`config.mk`:
```
export PLATFORM = sky130hd
export DESIGN_NAME = tnn_seq_neuron
export DESIGN_NICKNAME = d
export VERILOG_FILES = /design/src/rtl/tnn_pkg.sv /design/src/rtl/tnn_lane_adder.sv /design/src/rtl/tnn_seq_neuron.sv
export SDC_FILE = /design/constraint.sdc
export NUM_CORES = 1
export LEC_CHECK = 0
export ABC_CLOCK_PERIOD_IN_PS = 5200
export BUFFER_PORTS_ARGS = -buffer_cell sky130_fd_sc_hd__buf_2
export CAP_MARGIN = 20
export CORE_MARGIN = 2
export CORE_UTILIZATION = 40
export CTS_CLUSTER_DIAMETER = 60
export CTS_CLUSTER_SIZE = 25
export DETAILED_ROUTE_END_ITERATION = 10
export GPL_TIMING_DRIVEN = 0
export PLACE_DENSITY = 0.6
export SYNTH_ARGS = -nofsm -noshare
export SYNTH_HDL_FRONTEND = slang
export SYNTH_SLANG_ARGS = --single-unit
export TNS_END_PERCENT = 1
```
`constraint.sdc`:
```
create_clock -name clk -period 5.2 [get_ports clk]
set_clock_uncertainty 0.1 [all_clocks]
set_input_delay 0.52 -clock clk [delete_from_list [all_inputs] [get_ports clk]]
set_output_delay 0.52 -clock clk [all_outputs]
set_load 0.05 [all_outputs]
```
`src/rtl/tnn_pkg.sv`:
```
// Shared types and elaboration helpers for the sequential TNN neuron.
package tnn_pkg;

  typedef enum logic [1:0] {
    S_IDLE  = 2'd0,
    S_ACCUM = 2'd1,
    S_DONE  = 2'd2
  } state_e;

  // Accumulator width: input width plus headroom for N_IN terms, plus a sign bit.
  function automatic int acc_width(input int n, input int w);
    return w + $clog2(n + 1) + 1;
  endfunction

  function automatic int nbeats(input int n, input int l);
    return (n + l - 1) / l;
  endfunction

endpackage

```
`src/rtl/tnn_lane_adder.sv`:
```
// Combinational signed sum of one beat: each lane adds +x or -x to the total.
module tnn_lane_adder #(
  parameter int LANES = 2,
  parameter int IN_W  = 2,
  parameter int ACC_W = 6
) (
  input  logic [LANES*IN_W-1:0] lane_data,
  input  logic [LANES-1:0]      lane_sign,
  output logic [ACC_W-1:0]      sum
);

  logic signed [ACC_W-1:0] term;
  logic signed [ACC_W-1:0] total;

  always_comb begin
    total = '0;
    term  = '0;
    for (int i = 0; i < LANES; i++) begin
      term            = '0;
      term[IN_W-1:0]  = lane_data[i*IN_W +: IN_W];
      if (lane_sign[i]) total = total + term;
      else              total = total - term;
    end
  end

  assign sum = total;

endmodule

```
`src/rtl/tnn_seq_neuron.sv`:
```
// Multi-cycle ternary-weight neuron: accumulates LANES signed terms per beat and
// emits a 1-bit decision (sum > threshold) on a valid/ready output port.
module tnn_seq_neuron
  import tnn_pkg::*;
#(
  parameter int N_IN  = 6,
  parameter int IN_W  = 2,
  parameter int LANES = 2,
  parameter int ACC_W = acc_width(N_IN, IN_W)
) (
  input  logic                 clk,
  input  logic                 rst_n,
  input  logic                 in_valid,
  output logic                 in_ready,
  input  logic [N_IN*IN_W-1:0] in_data,
  input  logic [N_IN-1:0]      sign_mask,
  input  logic [ACC_W-1:0]     threshold,
  output logic                 out_valid,
  input  logic                 out_ready,
  output logic                 out_bit,
  output logic                 busy
);

  localparam int NBEATS = nbeats(N_IN, LANES);
  localparam int BEAT_W = $clog2(NBEATS + 1);
  localparam int LW     = LANES * IN_W;
  localparam int PAD_W  = NBEATS * LW;
  localparam int PAD_M  = NBEATS * LANES;

  localparam logic [1:0] ST_IDLE  = S_IDLE;
  localparam logic [1:0] ST_ACCUM = S_ACCUM;
  localparam logic [1:0] ST_DONE  = S_DONE;

  localparam logic [BEAT_W-1:0] LAST_BEAT = BEAT_W'(NBEATS);

  logic [1:0]              state;
  logic [BEAT_W-1:0]       beat;
  logic signed [ACC_W-1:0] acc;
  logic signed [ACC_W-1:0] thr_q;
  logic [N_IN*IN_W-1:0]    data_q;
  logic [N_IN-1:0]         mask_q;

  logic [PAD_W-1:0]        data_pad;
  logic [PAD_M-1:0]        mask_pad;
  logic [LW-1:0]           lane_data;
  logic [LANES-1:0]        lane_sign;
  logic [ACC_W-1:0]        beat_sum;
  logic                    accept;

  // Handshake: a transfer happens on a rising edge where valid && ready.
  // in_ready is also high in DONE while out_ready is high, so a new vector can
  // be taken in the same cycle the decision is consumed.
  assign in_ready  = (state == ST_IDLE) || ((state == ST_DONE) && out_ready);
  assign accept    = in_valid && in_ready;
  assign out_valid = (state == ST_DONE);
  assign busy      = (state == ST_ACCUM) || (state == ST_DONE);

  // Channels beyond N_IN are zero, so they add -0 whatever their mask bit.
  assign data_pad = PAD_W'(data_q);
  assign mask_pad = PAD_M'(mask_q);

  always_comb begin
    lane_data = '0;
    lane_sign = '0;
    for (int b = 0; b < NBEATS; b++) begin
      if (beat == BEAT_W'(b)) begin
        lane_data = data_pad[b*LW +: LW];
        lane_sign = mask_pad[b*LANES +: LANES];
      end
    end
  end

  tnn_lane_adder #(
    .LANES (LANES),
    .IN_W  (IN_W),
    .ACC_W (ACC_W)
  ) u_lane_adder (
    .lane_data (lane_data),
    .lane_sign (lane_sign),
    .sum       (beat_sum)
  );

  // beat runs 0..NBEATS; the extra step registers the comparison so the
  // decision appears NBEATS+1 cycles after the accepting edge.
  always_ff @(posedge clk or negedge rst_n) begin
    if (!rst_n) begin
      state   <= ST_IDLE;
      beat    <= '0;
      acc     <= '0;
      out_bit <= 1'b0;
      data_q  <= '0;
      mask_q  <= '0;
      thr_q   <= '0;
    end else if (accept) begin
      data_q <= in_data;
      mask_q <= sign_mask;
      thr_q  <= threshold;
      acc    <= '0;
      beat   <= '0;
      state  <= ST_ACCUM;
    end else begin
      case (state)
        ST_ACCUM: begin
          if (beat == LAST_BEAT) begin
            out_bit <= (acc > thr_q);
            state   <= ST_DONE;
          end else begin
            acc  <= acc + $signed(beat_sum);
            beat <= beat + BEAT_W'(1);
          end
        end
        ST_DONE: begin
          if (out_ready) state <= ST_IDLE;
        end
        ST_IDLE: state <= ST_IDLE;
        default: state <= ST_IDLE;
      endcase
    end
  end

endmodule

```
==> impl_metrics.csv <==
group,metric,value,unit
synth,synth_warnings,0,
floorplan,start_util,41.7,%
flow_run,cap_viol_max_count,0,
timing,tightest_slew,0.804,ns
global_routing,grt_max_degree,36,
routing,ant_nets,0,
placement,portBuffers,31,
placement,place.gp.congestion,0.802,
worst_setup_path,endpoint,"acc[5]",
worst_hold_path,hold_path_class,"primary input to async pin",
synth,syn-num-nets,310,
worst_setup_path,crit_type,"flop to flop",
timing,fmaxAchievable,0.248,GHz
synth,synth.top_cell.area_share,40.6,%
timing,min_period,4.04,ns
floorplan,rows,26,
worst_setup_path,crit_arrival,4.10,ns
final_layout,final_common_cell,"nand2_1",
timing,rsz0062_at_grt,"no",
clock_network,root_buffer,"clkbuf_8",
clock_network,cts_tree,"yes",
timing,fin_crit_sh,77.6,%
timing,setup_tns,0,ns
worst_setup_path,regToRegSetupSlack,1.16,ns
synth,synth_top_family_by_area,"simple AND/OR/NAND/NOR gates",
final_layout,syn_to_final_growth,15.9,%
synth,synth_seq_cells,35,
synth,ys_seq_area_share,40.6,%
timing,relSlewSlack,46.4,%
worst_setup_path,cp.required,5.26,ns
worst_setup_path,path_max_fanout,6,
clock_network,cts.sinks,35,
synth,synth.area.top_cells,"dfrtp_1 41%, nand2_1 15%, ha_1 13%",
synth,async_flop_share,100,%
status,status,"completed",
synth,avgSynthCellArea,8.43,um^2
clock_network,postCtsHoldBufs,0,
final_layout,final_util,48.4,%
clock_network,numCtsBuffers,5,
synth,synthFlopType,"dfrtp_1",
worst_setup_path,startpoint_type,"flop",
global_routing,grt_pass1_wl,8.07,mm
synth,synthMuxAreaShare,1.39,%
clock_network,ctsResizeCount,0,
routing,dr.first_iter.drc_count,106,
timing,final-hold-violation-count,0,
synth,synth_edf_count,0,
routing,wl_per_cell,12.0,um
floorplan,fp.coreArea,0.00517,mm^2
synth,synth_fa_ha_area_share,16.1,%
worst_setup_path,worstReg2RegEnd,"acc[5]",
synth,synth_xor_area_share,0.406,%
clock_network,cts_setup_buffers,0,
synth,synthSimpleGateAreaFrac,21.9,%
global_routing,first_global_vias,1775,
timing,drv_slew,0,
routing,drtPass1Iterations,4,
floorplan,die_w,77.5,um
global_routing,grtUsageTotal,16.8,%
synth,synth_cells,256,
synth,ys_types,30,
timing,setup_viol,0,
floorplan,io_pins,32,
worst_setup_path,cp-startpoint,"beat[0]",
routing,num_vias,1718,
clock_network,clk_pin_slew,0.07,ns
clock_network,insertion_delay,0.28,ns
final_layout,final_cell_mix,"86 x nand2_1, 36 x buf_2, 35 x dfrtp_1, 23 x ha_1, 21 x inv_1",
global_routing,grt_overflow,0,
routing,viasPerCell,4.71,
placement,dp_hpwl,3.38,mm
final_layout,antenna_cells,0,
floorplan,die_area,0.00600,mm^2
worst_setup_path,r2r.worst_path.cells,18,
routing,wirelength,4.37,mm
clock_network,clock_path_buffers,2,
worst_setup_path,crit-reg2reg-launch,"beat[0]",
global_routing,antenna_found_initial,0,
synth,synth_compound_area_share,13.1,%
synth,synth_top_area_cell,"dfrtp_1",
clock_network,htreeDepth,2,
routing,drc_errors,0,
worst_setup_path,setup.worst_path.end_class,"flop",
synth,netlist_area,0.00216,mm^2
final_layout,nets,348,
floorplan,die_h,77.5,um
final_layout,drive_gt1_share,18.0,%
## worst min-delay path by stage
stage,startpoint,slack [ns],to,cells after the start
2_1_floorplan,rst_n,0.12,acc[0],0
3_3_place_gp,mask_pad[2],0.36,mask_pad[2],2
3_5_place_dp,mask_pad[2],0.36,mask_pad[2],2
4_1_cts,rst_n,0.26,data_pad[11],1
5_1_grt,rst_n,0.28,data_pad[11],1
6_report,rst_n,0.23,mask_pad[3],1
## cell type report
| class | instances | area [um^2] |
|---|---|---|
| timing repair buffer | 31 | 155 |
| fill | 514 | 2670 |
| inverter | 21 | 78.8 |
| sequential | 35 | 876 |
| clock buffer | 8 | 100 |
| buffer | 9 | 62.6 |
| multi-input combinational | 191 | 1140 |
| tap | 70 | 87.6 |
## cells by family (layout without fill, tap and decap cells)
kind of cell	Yosys count	in the layout
simple gates	114	114
flops	35	35
compound gates	47	47
buf+inv	30	69
fa+ha+maj	26	26
mux	3	3
xor+xnor	1	1
## Yosys cell counts, types with 2 or more instances
master,n
a21oi_1,16
o21a_1,3
nor2b_1,4
nand3b_1,3
fa_1,3
ha_1,23
a211oi_1,3
a211oi_2,2
o21ai_0,12
nor2_1,13
mux2i_1,3
dfrtp_1,35
buf_6,3
o31ai_1,2
o21ai_1,5
nand2_1,86
buf_2,5
or2_2,3
inv_1,21
## sequential cells by signal (all words and copies together), names as in the netlist
| signal | flops |
|---|---|
| acc | 6 |
| out_bit | 1 |
| thr_q | 6 |
| beat | 2 |
| mask_pad | 6 |
| data_pad | 12 |
| state | 2 |
## worst max-delay path, cell delays in order (launching register included)
cell and delay [ns]:
dfrtp_1 0.43, inv_1 0.10, ha_1 0.29, nand2_1 0.08, nor2_1 0.08, a21oi_1 0.05, o21ai_0 0.28, inv_1 0.08
ha_1 0.27, inv_1 0.05, mux2i_1 0.10, fa_1 0.43, fa_1 0.44, ha_1 0.32, o21ai_0 0.24, o21ai_1 0.13
and4_4 0.20, o21ai_0 0.15, o31ai_1 0.09
## stage by stage
step | hold slack [ns] | setup slack (ns) | cell area (um^2) | instances
after CTS | 0.257 | 1.18 | 2500 | 365
after detailed placement | 0.364 | 1.18 | 2400 | 357
after floorplan | 0.124 | 1.52 | 2160 | 256
final | 0.226 | 1.16 | 2500 | 365
after global routing | 0.282 | 0.818 | 2500 | 365
after global placement | 0.359 | 1.21 | 2400 | 357
## routing by layer
layer | wire, um | GRT usage (%)
met1 | 2210 | 22.4
met4 | 46 | 4.29
met2 | 1990 | 27.4
met5 | 0 | 0
met3 | 132 | 3.95
Power is left out: the tool's default activity adds up to more than one toggle a clock period on the data nets, which glitch-free logic cannot reach.
